<file path="config.mk">
export PLATFORM = sky130hd
export DESIGN_NAME = mem_stage_flat
export DESIGN_NICKNAME = d
export VERILOG_FILES = /design/src/rtl/mem_stage_if.sv /design/src/rtl/mem_stage.sv /design/src/flat_wrapper.sv
export SDC_FILE = /design/constraint.sdc
export NUM_CORES = 1
export LEC_CHECK = 0
export CORE_MARGIN = 10
export CORE_UTILIZATION = 40
export DETAILED_ROUTE_END_ITERATION = 16
export PLACE_DENSITY_LB_ADDON = 0.2
export SYNTH_ARGS = -nofsm -noshare
export SYNTH_HDL_FRONTEND = slang
export SYNTH_SLANG_ARGS = --single-unit
</file>
<file path="constraint.sdc">
create_clock -name clk -period 3.6 [get_ports clk]
set_clock_uncertainty 0.15 [all_clocks]
set_input_delay 0.72 -clock clk [delete_from_list [all_inputs] [get_ports clk]]
set_output_delay 0.72 -clock clk [all_outputs]
set_load 0.01 [all_outputs]
</file>
<file path="src/rtl/mem_stage_if.sv">
// Memory request/acknowledge port between the memory stage and the data memory.
// The stage drives the request side; the memory answers with ack and read data.
interface mem_stage_if #(
    parameter int DATA_W = 16
);
    logic              mem_req;
    logic              mem_we;
    logic [DATA_W-1:0] mem_addr;
    logic [DATA_W-1:0] mem_wdata;
    logic              mem_ack;
    logic [DATA_W-1:0] mem_rdata;

    modport master (
        output mem_req,
        output mem_we,
        output mem_addr,
        output mem_wdata,
        input  mem_ack,
        input  mem_rdata
    );

    modport slave (
        input  mem_req,
        input  mem_we,
        input  mem_addr,
        input  mem_wdata,
        output mem_ack,
        output mem_rdata
    );
endinterface

</file>
<file path="src/rtl/mem_stage.sv">
// Fourth pipeline stage: passes ALU results to the register file and performs
// data-memory loads/stores over a req/ack port, stalling upstream while an
// access is outstanding and flagging accesses that never get acknowledged.
module mem_stage #(
    parameter int          DATA_W  = 16,
    parameter int          REG_AW  = 3,
    parameter int          TIMEOUT = 15,
    parameter logic [3:0]  OP_ADD  = 4'h0,
    parameter logic [3:0]  OP_SUB  = 4'hf,
    parameter logic [3:0]  OP_NOP  = 4'h2,
    parameter logic [3:0]  OP_LD   = 4'h8,
    parameter logic [3:0]  OP_ST   = 4'h9
) (
    input  logic              clk,
    input  logic              cpu_reset_n,

    input  logic [3:0]        in_op,
    input  logic [REG_AW-1:0] in_dest,
    input  logic [DATA_W-1:0] in_value,
    input  logic [DATA_W-1:0] in_store_data,
    output logic              stall,

    mem_stage_if.master       mem,

    output logic              wb_enable,
    output logic [REG_AW-1:0] wb_dest,
    output logic [DATA_W-1:0] wb_value,

    output logic              mem_error,
    output logic [15:0]       mem_op_count
);

    typedef enum logic {
        IDLE,
        MEM_WAIT
    } state_t;

    localparam logic [7:0] WAIT_LAST = 8'(TIMEOUT - 1);

    state_t              state;
    state_t              state_next;

    logic                is_load;
    logic [REG_AW-1:0]   dest_q;
    logic                we_q;
    logic [DATA_W-1:0]   addr_q;
    logic [DATA_W-1:0]   wdata_q;
    logic [7:0]          wait_count;

    logic                start_access;
    logic                access_done;
    logic                access_expired;

    // The bus request and the upstream stall are both just "an access is open".
    assign stall         = (state == MEM_WAIT);
    assign mem.mem_req   = (state == MEM_WAIT);
    assign mem.mem_we    = we_q;
    assign mem.mem_addr  = addr_q;
    assign mem.mem_wdata = wdata_q;

    // Classify the current cycle: a new access starting, finishing, or giving up.
    always_comb begin
        start_access   = 1'b0;
        access_done    = 1'b0;
        access_expired = 1'b0;
        if (state == IDLE) begin
            start_access = (in_op == OP_LD) || (in_op == OP_ST);
        end else begin
            access_done    = mem.mem_ack;
            access_expired = !mem.mem_ack && (wait_count == WAIT_LAST);
        end
    end

    // Next-state logic; an ack on the expiry edge wins over the timeout.
    always_comb begin
        state_next = state;
        case (state)
            IDLE: begin
                if (start_access) begin
                    state_next = MEM_WAIT;
                end
            end
            MEM_WAIT: begin
                if (access_done || access_expired) begin
                    state_next = IDLE;
                end
            end
            default: state_next = IDLE;
        endcase
    end

    // State register.
    always_ff @(posedge clk or negedge cpu_reset_n) begin
        if (!cpu_reset_n) begin
            state <= IDLE;
        end else begin
            state <= state_next;
        end
    end

    // Access registers: latched at capture and held steady for the whole wait.
    always_ff @(posedge clk or negedge cpu_reset_n) begin
        if (!cpu_reset_n) begin
            is_load <= 1'b0;
            dest_q  <= '0;
            we_q    <= 1'b0;
            addr_q  <= '0;
            wdata_q <= '0;
        end else if (start_access) begin
            is_load <= (in_op == OP_LD);
            dest_q  <= in_dest;
            we_q    <= (in_op == OP_ST);
            addr_q  <= in_value;
            wdata_q <= in_store_data;
        end
    end

    // Wait counter: cleared when an access opens, counts unacknowledged cycles.
    always_ff @(posedge clk or negedge cpu_reset_n) begin
        if (!cpu_reset_n) begin
            wait_count <= '0;
        end else if (start_access) begin
            wait_count <= '0;
        end else if (state == MEM_WAIT && !mem.mem_ack && !access_expired) begin
            wait_count <= wait_count + 8'd1;
        end
    end

    // Register-file write port: ALU results from IDLE, load data after an ack.
    always_ff @(posedge clk or negedge cpu_reset_n) begin
        if (!cpu_reset_n) begin
            wb_enable <= 1'b0;
            wb_dest   <= '0;
            wb_value  <= '0;
        end else begin
            wb_enable <= 1'b0;
            if (state == IDLE) begin
                case (in_op)
                    OP_ADD, OP_SUB: begin
                        wb_enable <= 1'b1;
                        wb_dest   <= in_dest;
                        wb_value  <= in_value;
                    end
                    OP_NOP, OP_LD, OP_ST: begin
                        wb_enable <= 1'b0;
                    end
                    default: begin
                        wb_enable <= 1'b0;
                    end
                endcase
            end else if (access_done && is_load) begin
                wb_enable <= 1'b1;
                wb_dest   <= dest_q;
                wb_value  <= mem.mem_rdata;
            end
        end
    end

    // Completed-access counter and sticky timeout flag.
    always_ff @(posedge clk or negedge cpu_reset_n) begin
        if (!cpu_reset_n) begin
            mem_op_count <= '0;
            mem_error    <= 1'b0;
        end else begin
            if (access_done) begin
                mem_op_count <= mem_op_count + 16'd1;
            end
            if (access_expired) begin
                mem_error <= 1'b1;
            end
        end
    end

endmodule

</file>
<file path="src/flat_wrapper.sv">
// flat-port wrapper written by rule: the top's interface ports become plain ports
module mem_stage_flat 
#(
    parameter int          DATA_W  = 16,
    parameter int          REG_AW  = 3,
    parameter int          TIMEOUT = 15,
    parameter logic [3:0]  OP_ADD  = 4'h0,
    parameter logic [3:0]  OP_SUB  = 4'hf,
    parameter logic [3:0]  OP_NOP  = 4'h2,
    parameter logic [3:0]  OP_LD   = 4'h8,
    parameter logic [3:0]  OP_ST   = 4'h9
)
  (clk, cpu_reset_n, in_op, in_dest, in_value, in_store_data, stall, wb_enable, wb_dest, wb_value, mem_error, mem_op_count, mem_mem_req, mem_mem_we, mem_mem_addr, mem_mem_wdata, mem_mem_ack, mem_mem_rdata);
  mem_stage_if #(.DATA_W(DATA_W)) mem_i ();
  input  logic clk;
  input  logic cpu_reset_n;
  input  logic [3:0] in_op;
  input  logic [REG_AW-1:0] in_dest;
  input  logic [DATA_W-1:0] in_value;
  input  logic [DATA_W-1:0] in_store_data;
  output logic stall;
  output logic wb_enable;
  output logic [REG_AW-1:0] wb_dest;
  output logic [DATA_W-1:0] wb_value;
  output logic mem_error;
  output logic [15:0] mem_op_count;
  output wire logic [$bits(mem_i.mem_req)-1:0] mem_mem_req;
  output wire logic [$bits(mem_i.mem_we)-1:0] mem_mem_we;
  output wire logic [$bits(mem_i.mem_addr)-1:0] mem_mem_addr;
  output wire logic [$bits(mem_i.mem_wdata)-1:0] mem_mem_wdata;
  input wire logic [$bits(mem_i.mem_ack)-1:0] mem_mem_ack;
  input wire logic [$bits(mem_i.mem_rdata)-1:0] mem_mem_rdata;
  assign mem_mem_req = mem_i.mem_req;
  assign mem_mem_we = mem_i.mem_we;
  assign mem_mem_addr = mem_i.mem_addr;
  assign mem_mem_wdata = mem_i.mem_wdata;
  assign mem_i.mem_ack = mem_mem_ack;
  assign mem_i.mem_rdata = mem_mem_rdata;
  mem_stage #(.DATA_W(DATA_W), .REG_AW(REG_AW), .TIMEOUT(TIMEOUT), .OP_ADD(OP_ADD), .OP_SUB(OP_SUB), .OP_NOP(OP_NOP), .OP_LD(OP_LD), .OP_ST(OP_ST)) u_core (.clk(clk), .cpu_reset_n(cpu_reset_n), .in_op(in_op), .in_dest(in_dest), .in_value(in_value), .in_store_data(in_store_data), .stall(stall), .mem(mem_i), .wb_enable(wb_enable), .wb_dest(wb_dest), .wb_value(wb_value), .mem_error(mem_error), .mem_op_count(mem_op_count));
endmodule
</file>
Yosys cells after proc, flatten, opt, wreduce, memory -nomap -nowiden --
Cells that the tools add are included.
Word-level totals: register bits 83, input bits 58, logic and storage cells 50, output and inout port bits 72
Operators by class: equal/unequal tests 5, mux-type cells 17, bitwise logic cells 1, add/sub/neg operators 2, reduce and logical (&&, ||, !) cells 13
Operator list (number):
- 2-to-1 mux 16 bit | 3
- adder 16 x 1 -> 16 bit, second input constant | 1
- 2-to-1 mux 8 bit | 2
- == test 4 bit, second input constant | 3
- 2-to-1 mux 3 bit | 3
- adder 8 x 1 -> 8 bit, second input constant | 1
- == test 8 x 4 -> 1 bit, second input constant | 1
- 2-to-1 mux 1 bit | 8
- logical AND 1 bit | 4
- logical NOT 4 bit | 1
- nonzero test 2 bit | 2
- logical NOT 1 bit | 2
- logical OR 1 bit | 2
- inequality test 2 bit, second input constant | 1
- case mux 1 bit (2 select lines) | 1
- AND reduction 2 bit | 1
- OR reduction 2 bit | 1
- NOT 1 bit | 1

Depth between registers and ports, before layout --
Gate-level depths: netlist of run 1.
word-level depth 7, mapped depth 6, depth with buffers taken out 6

Least setup slack after synthesis of run 1 --
OpenSTA, ideal clock, no wires.
kind input to register, from input port in_op[1], to register u_core.wb_dest[0], arrival time 1.752 ns, setup slack 1.552 ns, library setup time 0.146 ns, buffers on the path 1, required time 3.304 ns, cell stages on the path 5, path through or4_1 nand2_1 buf_6 mux2i_1 mux2i_1
Between the ends: cells in the longest elaborated chain, start to end 4, elaborated cells between the ends (all ways) 5, classes of those cells eq/ne (1); reduce/logical (4)
RTL lines:
- start: declaration | line flat_wrapper.sv:17 | input logic [3:0] in_op;
- == test 4 bit or logical NOT 4 bit (tied branches) | line mem_stage.sv:138 | case (in_op)
- OR reduction 2 bit (*) | line mem_stage.sv:138
- nonzero test 2 bit (no line) (*)
- AND reduction 2 bit (no line) (*)
- end signal: assignment | line mem_stage.sv:141 | wb_dest <= in_dest;
- end signal: assignment | line mem_stage.sv:153 | wb_dest <= dest_q;
- end: declaration | line mem_stage.sv:26 | output logic [REG_AW-1:0] wb_dest,
Every way passes the cells marked *; elsewhere a longest branch is shown, timed or not. A chain may end at the register's enable or synchronous reset.

Worst setup path after layout of run 1 --
from register u_core.state, in the netlist u_core.mem.mem_req, to output port mem_mem_req
RTL lines:
- start: declaration | line mem_stage.sv:40 | state_t state;
- start signal: assignment | line mem_stage.sv:97 | state <= state_next;
- end: declaration | line flat_wrapper.sv:27 | output wire logic [$bits(mem_i.mem_req)-1:0] mem_mem_req;
No word-level cell between the ends.

==> results.txt, run 1 <==
The data arrival time of the critical path came out at 1.67 ns. The fill cell instance count of the final layout came out at 779. The classification of the worst-slack hold path is primary input to async pin. After layout, the worst setup slack is between 1 and 1.5 ns.

The net count of the finished layout is 548. In the synthesized netlist, the number of instances is 356. The number of buffers inserted during clock tree synthesis is 9. Entering global routing, the biggest net connects 57 pins. The async set-reset flop share out of synthesis came out at between 90% and 100%. The clock sink total came out at 83. The standby leakage power is 2.53 nW.

The area of the mapped netlist came out at 3770 sq um. Setup repair after global routing left no endpoint under its margin. Setup slack on the worst reg-to-reg path comes out at roughly 1.6 ns. The final routed wire length divided by cell count is 16.9 um. Global routing used 17.3% of the available met1 tracks. Timing analysis after detailed placement gives a worst setup slack of between 0.7 and 0.8 ns. The area share of the largest cell type after synthesis came out at 55.0%. The antenna violation net count after detailed routing is 0. The worst relative slew slack came out at about half. The largest single stage delay on the critical path is about 0.7 ns.

The DRC marker count from the first detailed-route iteration is between 100 and 150. In the post-synthesis netlist, the biggest area contributors are dfrtp_1 55%, mux2i_1 16%, nand2_1 12%. The number of buffers added for setup after CTS is 0. The start-to-end type of the worst setup path is flip-flop to output pin. The synthesized design contains 83 register bits. Final hold analysis gives a worst-case slack of 0.279 ns. The power density over the cells is 571 nW/um^2. Sequential cells were found to cover 55.0% of the synthesized design area. The slowest stage of the critical path belongs to the cell dfrtp_1.

The endpoint identified for the worst register-to-register timing path is u_core.wait_count[7]. The weighted congestion reported at the end of routability-driven placement is 0.788. The cts-stage hold buffer count came out at 0.

The quantity of I/O buffers inserted on ports is around 130. The time the final worst path needs with I/O delays and setup came out at 2.54 ns. The first-pass iteration count of the detailed router came out at 4. The via count of the routed design came out at 2980. At the pin with the least slew margin, the transition time is 0.721 ns. The average cell area after synthesis is roughly 11 sq um. The initial antenna violation count came out at 0.

In this run the most used layer during global routing was met2. The width of the die came out at 117 um. STA classifies the critical path endpoint as an output pin. The H-tree generated during clock tree synthesis spans 3 levels. The critical path buffer and inverter count came out at 1. The clock tree buffer depth is 2. In this run the worst path has a maximum fanout of 12. The first global-routing pass estimated 16600 um of wire. The maximum operating frequency is 394 MHz. The Yosys warning count is 0. At the worst endpoint, the required time is 2.73 ns. Among cell families on the critical path, the largest total delay comes from flip-flops. The worst IR drop on VDD is roughly 0.00027 V. The worst setup path is launched from a flip-flop. The final period utilization came out at 70.5%. The most used flip-flop cell after synthesis is dfrtp_1. For this run, global-route usage on met3 was measured as 7.65%. In the routed design, unresolved DRC markers number 0. The repair_antennas step left the layout with diodes totalling 0. After clock tree synthesis, the clock-pin slew on the worst setup and hold paths is 0.09 ns. Summed over all failing endpoints, the final setup total negative slack is 0 ns. The cell type contributing the most total cell area after synthesis is dfrtp_1. The area enclosed by the die boundary came out at about 14000 sq um. Counting cells, the worst reg-to-reg path comes to 4.

The ratio of cells with drive above 1 in the final layout came out at just over 7%. The I/O pin count came out at 130. The area added between synthesis and finish is 42.7%.

TritonCTS built the clock tree. The fraction of met2 tracks used by global routing came out at 24.8%. In the synthesized netlist, the cells that appear most often are 120 x nand2_1, 83 x dfrtp_1, 59 x mux2i_1. The count of cell types in the netlist is 39. The clock latency on the worst-skew pair came out at approximately 0.34 ns. The buffer cell driving the clock tree root is clkbuf_8. The final setup violation count is 0. Global routing used 15.3% of the available tracks. The number of vias per cell after detailed routing came out at a little under 5. The signal on the critical path passes through clkdlybuf4s50_1. The hold violation total from the final report is 0. In this run, post-CTS repair resized a total of 0 instances. The placement row count is 35. The worst register-to-register path begins at u_core.mem.mem_req.

The die height is about 120 um. The final-report max-slew violation count was 0. The routed wire length came out at 10200 um.

The initial utilization of the core area, before any placement, comes to between 40% and 50%. The core footprint is between 9000 and 10000 sq um. The number of nets in the synthesized netlist is around 420. nand2_1 is the most common cell in the netlist.

The flow ran to the end, and the final reports show no timing, DRC or antenna violations. The number of global-route vias before repair was 3282. Global routing finished with a remaining overflow of 0. The total half-perimeter wirelength after legalization and detailed placement came out at 7410 um. The number of enable-type register cells in the synthesized netlist is 0. The number of max-cap violations is 0.
[cell usage in the layout (no fill, tap or decap), drive strengths merged, types with 5 or more instances in the layout]
master           n
nor2            10
xor2            10
nand3            6
clkdlybuf4s50  128
clkbuf           9
nand2          121
buf              9
dfrtp           83
mux2i           59
nand4            5
inv              8
xnor2           10
[sequential cells by signal, summed over array words and instances (netlist names), 3 cells and up]
name	flops
u_core.wb_dest	3
u_core.wb_value	16
u_core.mem.mem_addr	16
u_core.wait_count	8
u_core.dest_q	3
u_core.mem_op_count	16
u_core.mem.mem_wdata	16
[cell families after synthesis]
kind of cell	Yosys count	synth area share, %
flops	83	55.0
compound gates	7	1.23
buf+inv	21	2.82
fa+ha+maj	3	0.994
simple gates	162	19.4
mux	60	15.9
xor+xnor	20	4.64
[layout make-up]
class	instances	area, sq um	area share [%]
timing repair buffer	137	1350	25.0
sequential	83	2080	38.6
tap	111	139	2.58
multi-input combinational	252	1600	29.7
clock inverter	7	83.8	1.56
inverter	4	15.0	0.279
clock buffer	9	124	2.30
[metal layers]
metal	vias up	share of wire, %
met3	9	11
li1	1441	-
met4	0	1.1
met5	-	0
met2	82	49
met1	1448	39
[worst max path at each step]
stage,endpoint,slack [ns],depth (start not counted),start
5_1_grt,mem_mem_req,0.96,1,u_core.mem.mem_req
4_1_cts,mem_mem_req,1.02,1,u_core.mem.mem_req
3_5_place_dp,u_core.wb_value[3],0.80,6,in_op[1]
2_1_floorplan,u_core.wb_dest[0],1.55,5,in_op[1]
6_report,mem_mem_req,1.06,1,u_core.mem.mem_req
3_3_place_gp,u_core.wb_value[12],0.86,6,in_op[1]
[where the power goes]
group | internal [W] | total (W) | switching [W]
registers | 0.00116 | 0.00134 | 0.000186
clock network | 0.000334 | 0.000702 | 0.000368
logic | 0.000596 | 0.00103 | 0.000436
total | 0.00209 | 0.00308 | 0.000990
[per-stage QoR]
stage | total power, W | cell area (sq um) | util, % | std cells
5_1_grt | 0.00329 | 5390 | 58.6 | 603
3_5_place_dp | 0.00241 | 5180 | 56.3 | 587
3_3_place_gp | 0.00237 | 5180 | 56.3 | 587
2_1_floorplan | 0.00177 | 3770 | - | 356
6_report | 0.00308 | 5390 | 58.6 | 603
4_1_cts | 0.00313 | 5390 | 58.6 | 603
No activity file was read; power rests on OpenSTA's default activity.
==> inputs of run 2 (changes only) <==
Clock period 3.6 ns to 2.5 ns, I/O delays scaled along.
==> run 2 against run 1 <==
Against the previous run:
- routed wire length down 0.47%
- first-iteration DRC count up 12%
- combinational power up 47%
- clock power up 36%
- utilization up 0.56 points
- die area unchanged
- largest power group unchanged
- sequential power up 44%
- global-route usage down 0.11 points
==> results.txt, run 2 (synthesis gave the netlist of run 1 again) <==
The flow ran to the end, and the final reports show no timing, DRC or antenna violations. The worst setup path is launched from a flip-flop. The worst hold path terminates at u_core.mem_op_count[15]. The core footprint is 9200 sq um (unchanged).

The width of the die was 117 um (unchanged). The H-tree depth is 3 (unchanged). The overflow left after global routing is 0 (unchanged). The standby leakage power is 2.56 nW (+1.1%). The cell sitting at the root of the clock tree is a clkbuf_8. The post-route cell area came out at 5440 sq um (+0.95%). The total half-perimeter wirelength after legalization and detailed placement came out at 7580 um (+2.4%).

The clock sink total came out at 83 (unchanged). The area enclosed by the die boundary came to 13700 sq um (unchanged). The least setup slack across all paths after layout is 0.321 ns (-0.742 ns).

The final period utilization is 87.1%. The number of cells after detailed placement is 591 (+0.68%). The source of the worst register-to-register timing path is u_core.mem.mem_req. The total DRC errors in the routed layout came out at 0 (unchanged). The transition time at the pin with the least slew margin is 0.482 ns (-0.239 ns). The minimum setup slack among reg-to-reg paths was 0.44 ns (-1.20 ns). The maximum operating frequency came out at 459 MHz.

The routed wire length is 10100 um (-0.47%). The signal on the critical path passes through clkdlybuf4s50_1. The startpoint identified for the worst hold timing path is u_core.mem_op_count[15].

The start-to-end type of the worst setup path is flip-flop to output pin. The count of nets after finishing is 553 (+0.91%). The required time at the worst-slack endpoint is 1.85 ns (-0.88 ns). The area of placed instances is 5240 sq um (+1.1%). The starting density of the core is 41.0% (unchanged). The hold violation total from the final report was 0 (unchanged). The endpoint kind of the worst setup timing path is an output pin. The final standard cell count with taps included and fillers excluded is 608 (+0.83%). The data arrival time of the critical path is 1.53 ns (-0.14 ns). Relative to the synthesized area, the layout overhead comes to 44.1%. The placement row count was 35 (unchanged). Setup repair after global routing left no endpoint under its margin. The share of total power in combinational logic is 34.4% (+0.9 points). The number of max-cap violations came out at 0 (unchanged). The largest net degree at the start of global routing came out at 50 (-12%). The first-pass iteration count of the detailed router is 4 (unchanged).

The cell at the slowest stage of the critical path is clkdlybuf4s50_1. The endpoint identified for the worst register-to-register timing path is u_core.wait_count[4]. The cell depth of the worst min-delay path is 1. The largest stage delay on the critical path came out at 0.62 ns (-0.06 ns). The die height was 117 um (unchanged). The ratio of cells with drive above 1 in the final layout is 7.65% (+0.53 points). The final total negative setup slack is 0 ns (unchanged). The pre-CTS setup slack came out at 0.0719 ns (-0.727 ns). The worst IR drop on VDD is 0.000458 V (+73%). The depth of the worst register-to-register path came to 5 (+1). The min-delay analysis places its worst path in the category flip-flop to flip-flop. The worst relative slew slack came out at 67.6% (+16 points). The switching part of the total is 31.2% (-0.92 points). The clock tree buffer depth is 2 (unchanged). The number of cells upsized or downsized after cts is 0 (unchanged).

The I/O pin count came to 130 (unchanged). The reported net switching power came out at 0.00137 W (+39%). The clock network fraction of total power came out at 21.7% (-1.1 points). The cell-internal power came out at 0.00302 W (+45%). TritonCTS built the clock tree. The antenna violation net count after detailed routing came out at 0 (unchanged). The via count of the routed design is 2991 (+0.37%). The wire length of the first global-routing pass came out at 16500 um (-0.62%). The critical path buffer and inverter count was 1 (unchanged). The DRC marker count from the first detailed-route iteration came out at 122 (+12%). The clock latency on the worst-skew pair is 0.35 ns (about the same). Grouping stages by cell kind, the critical path spends the most delay in buffers and inverters. The initial antenna violation count is 0 (unchanged).

The number of global-route vias before repair is 3292 (+0.30%). The library cell used most frequently in the layout, excluding fill and tap cells, is clkdlybuf4s50_1. The number of antenna diodes came out at 0 (unchanged). The quantity of I/O buffers inserted on ports is 129 (unchanged). The time the final worst path needs with I/O delays and setup came out at 2.18 ns. The final-report max-slew violation count came out at 0 (unchanged). The fraction of power consumed by sequential logic came out at 43.9% (+0.2 points). The weighted congestion reported at the end of routability-driven placement was 0.775 (-1.7%). The final setup violation count is 0 (unchanged).

The library cells used most frequently in the layout, excluding fill and tap cells, are 128 x clkdlybuf4s50_1, 120 x nand2_1, 83 x dfrtp_1, 59 x mux2i_1, 11 x buf_4. The final routed wire length divided by cell count came out at 16.7 um (-1.3%). The number of vias per cell after detailed routing came to 4.92 (-0.46%). The overall routing resource usage was 15.2% (-0.11 points).

The largest fanout of any net on the critical path came to 10 (-2). The power density over the cells came out at 808 nW/um^2 (+41%). The number of buffers inserted during clock tree synthesis is 9 (unchanged).

The clock-pin transition on the worst setup and hold timing paths came to 0.09 ns (about the same).
==> run 2: cell count changes in the layout (fill, tap and decap cells not counted) <==
| cell | previous run | this run |
|---|---|---|
| clkinv_4 | 1 | 0 |
| clkinv_2 | 0 | 3 |
| buf_4 | 9 | 11 |
| clkbuf_8 | 9 | 10 |
| clkbuf_1 | 0 | 1 |
| inv_8 | 1 | 0 |
| dlygate4sd3_1 | 0 | 1 |
| buf_12 | 0 | 2 |
| inv_6 | 3 | 0 |
==> run 2: power by group through the flow <==
stage                     clock network, W  logic (W)  registers [W]
after floorplan                          0   0.000492        0.00205
after detailed placement                 0    0.00154        0.00194
final                             0.000954    0.00151        0.00193
after global placement                   0    0.00149        0.00194
after global routing               0.00104    0.00166        0.00199
after CTS                         0.000990    0.00155        0.00193
==> run 2: how the worst max path moves through the flow <==
stage | from | to | cells after the start | slack (ns)
final | u_core.mem.mem_req | mem_mem_req | 1 | 0.32
after global routing | u_core.mem.mem_req | mem_mem_req | 1 | 0.25
after CTS | u_core.mem.mem_req | stall | 1 | 0.30
after detailed placement | in_op[1] | u_core.wb_value[12] | 6 | 0.07
after global placement | in_op[1] | u_core.wait_count[4] | 6 | 0.17
after floorplan | in_op[1] | u_core.wb_dest[0] | 5 | 0.67
==> run 2: area by class of cell <==
| cell class | instances | area, sq um |
|---|---|---|
| Fill cell | 789 | 3760 |
| Sequential cell | 83 | 2080 |
| Multi-Input combinational cell | 252 | 1600 |
| Timing Repair Buffer | 142 | 1410 |
| Clock buffer | 11 | 141 |
| Tap cell | 111 | 139 |
| Clock inverter | 5 | 52.6 |
| Inverter | 4 | 15.0 |
==> run 2: through the flow <==
stage | total power [W] | hold slack, ns | utilization [%]
6_report | 0.00439 | 0.317 | 59.1
4_1_cts | 0.00447 | 0.322 | 59.1
3_3_place_gp | 0.00343 | 0.307 | 56.9
5_1_grt | 0.00470 | 0.351 | 59.1
3_5_place_dp | 0.00348 | 0.308 | 56.9
2_1_floorplan | 0.00254 | 0.0544 | -
==> run 2: repair_timing <==
action | CTS | global route
setup buffers | 0 | 0
hold endpoints to repair | 34 | 0
hold buffers | 1 | 0
==> run 2: layer usage <==
layer,up-vias,GRT usage (%),part of all wire (%)
li1,1453,-,-
met1,1449,17.2,40
met2,82,25.0,48
met3,7,8.31,11
met4,0,2.72,0.67
met5,-,0,0
==> inputs of run 3 (changes only) <==
Settings changed: CORE_ASPECT_RATIO set to 1.75.
==> run 3 against run 2 <==
Against the previous run:
- sequential cell count is the same
- cell area grew 1.9%
- worst hold slack gained 0.0019 ns
- total power grew 8.2%
==> results.txt, run 3 (synthesis gave the netlist of run 1 again) <==
The final-report max-slew violation count is 0 (unchanged). The final total negative setup slack came out at 0 ns (unchanged). The largest fanout of any net on the critical path was 19 (+9). Leaving out fill and tap cells, the most frequent cell in the layout is clkdlybuf4s50_1. In this run the worst hold path is classified as flip-flop to flip-flop. The transition time at the pin with the least slew margin was 0.502 ns (+0.0204 ns).

The fraction of met2 tracks used by global routing is 27.6% (+2.7 points). The worst relative slew slack is 66.5% (-1.1 points). The die height is 149 um (+27%). The area added between synthesis and finish came out at 46.8%. The number of cells upsized or downsized after cts was 0 (unchanged). The first-pass iteration count of the detailed router came out at 4 (unchanged). The hold violation total from the final report is 0 (unchanged). STA classifies the critical path startpoint as a flip-flop. The data arrival time of the critical path came out at 1.64 ns (+0.11 ns). The count of nets after finishing is 550 (-0.54%). The overflow left after global routing came out at 0 (unchanged). The critical path buffer and inverter count is 1 (unchanged).

The clock tree buffer depth came out at 2 (unchanged). The starting density of the core is 41.2% (+0.20 points). The required time at the worst-slack endpoint was 1.85 ns (about the same). The overall routing resource usage was 15.4% (+0.22 points). The largest net degree at the start of global routing is 48 (-4.0%). The start-to-end type of the worst setup path is flip-flop to output pin. The standby leakage power came to 2.59 nW (+1.3%). The clock-pin transition on the worst setup and hold timing paths came to 0.06 ns (-0.03 ns).

The clock tree from TritonCTS is done. Setup repair after global routing left no endpoint under its margin. The placement row count came out at 46 (+31%). The ratio of cells with drive above 1 in the final layout came out at 7.49% (-0.16 points). The clock sink total is 83 (unchanged). The number of buffers inserted during clock tree synthesis came out at 9 (unchanged). The quantity of I/O buffers inserted on ports is 129 (unchanged). The initial antenna violation count came out at 0 (unchanged). The kind of cell adding the most delay to the critical path is flip-flops. The area enclosed by the die boundary came out at 13900 sq um (+1.1%). The area of placed instances came out at 5240 sq um (about the same). The total DRC errors in the routed layout came to 0 (unchanged). The overall power came out at 0.00475 W (+8.2%).

STA classifies the critical path endpoint as an output pin. The clock latency on the worst-skew pair is 0.33 ns (-0.02 ns). The number of max-cap violations came out at 0 (unchanged).

The power density over the cells came out at 858 nW/um^2 (+6.2%). The core footprint is 9150 sq um (-0.49%). The buffer cell driving the clock tree root is clkbuf_16. The via count of the routed design is 3016 (+0.84%). The antenna violation net count after detailed routing was 0 (unchanged). The time the final worst path needs with I/O delays and setup is 2.29 ns (+0.112 ns). The weighted congestion reported at the end of routability-driven placement is 0.776 (+0.10%). The final routed wire length divided by cell count was 17.2 um (+3.0%).

The worst IR drop on VDD is 0.000473 V (+3.3%). The most heavily used metal layer in global routing is met2. The number of antenna diodes is 0 (unchanged).

The H-tree depth is 3 (unchanged). The width of the die is 93.4 um (-20%). The largest individual stage delay along the critical path comes from the cell dfrtp_2. The wire length of the first global-routing pass is 17000 um (+3.5%).

The total half-perimeter wirelength after legalization and detailed placement came to 7720 um (+1.9%). The final period utilization is 91.6% (+4.5 points). The number of global-route vias before repair came to 3255 (-1.1%).

In the layout the commonest cells are 128 x clkdlybuf4s50_1, 120 x nand2_1, 82 x dfrtp_1, 59 x mux2i_1. The maximum operating frequency is 437 MHz (-4.9%). The met3 usage is 4.64% (-3.7 points). The final setup violation count is 0 (unchanged). Traced cell by cell, the critical path runs through clkdlybuf4s50_1. The flow ran to the end, and the final reports show no timing, DRC or antenna violations. The number of buffers added for setup after CTS was 0 (unchanged). The cts-stage hold buffer count came out at 1 (unchanged).

The routed wire length is 10500 um (+4.1%). The largest stage delay on the critical path came out at 0.67 ns (+0.05 ns). The DRC marker count from the first detailed-route iteration came to 96 (-21%).

The I/O pin count came to 130 (unchanged). The global-route met1 utilization is 16.3% (-0.87 points). The post-route cell area came out at 5540 sq um (+1.9%). The number of vias per cell after detailed routing came out at 4.91 (-0.15%).
==> run 3: cell types whose count changed in the layout (fill, tap and decap cells not counted) <==
cell        before  now
clkbuf_1         1    0
clkbuf_8        10    0
buf_4           11    7
clkinv_4         0    1
buf_12           2    3
dfrtp_2          0    1
clkinvlp_4       1    2
dfrtp_1         83   82
clkbuf_16        0    9
==> run 3: path summary, 6_finish.rpt <==
path                                         start                 endpoint  slack, ns  depth (start not counted)
max                             u_core.mem.mem_req                    stall       0.21                          1
min                        u_core.mem_op_count[15]  u_core.mem_op_count[15]       0.32                          1
max reg2reg                     u_core.mem.mem_req     u_core.wait_count[4]       0.57                          4
min reg2reg                u_core.mem_op_count[15]  u_core.mem_op_count[15]       0.32                          1
max in group asynchronous              cpu_reset_n       u_core.mem.mem_req       1.02                          3
min in group asynchronous              cpu_reset_n   u_core.mem_op_count[6]       0.54                          2
==> run 3: worst register-to-register path, delay by kind of cell, from the launching register on <==
family | cells | cell delay, ns
buf+inv | 1 | 0.22
simple gates | 1 | 0.65
flops | 1 | 0.59
compound gates | 2 | 0.20
==> run 3: final cells by class <==
class / count / area (sq um)
fillers: 750 / 3610
flip-flops and latches: 83 / 2080
inverters: 4 / 15.0
clock buffers: 9 / 225
multi-input cells: 252 / 1600
well taps: 120 / 150
repair buffers: 139 / 1400
clock inverters: 7 / 68.8
==> run 3: stage by stage <==
step,setup slack [ns],hold WS (ns),util [%],instances
final,0.209,0.319,60.6,614
after global routing,0.149,0.341,60.6,614
after CTS,0.180,0.321,60.6,614
after detailed placement,0.0720,0.310,57.2,597
after global placement,0.0925,0.307,57.2,597
after floorplan,0.672,0.0544,-,356
==> run 3: report_power, final <==
group | internal (W) | switching (W)
Combinational | 0.000868 | 0.000635
Clock | 0.000770 | 0.000546
Sequential | 0.00167 | 0.000264
==> run 3: layer usage <==
metal / vias up / part of all wire (%)
li1: 1447 / -
met1: 1485 / 37
met2: 73 / 55
met3: 11 / 6.6
met4: 0 / 1.5
met5: - / 0
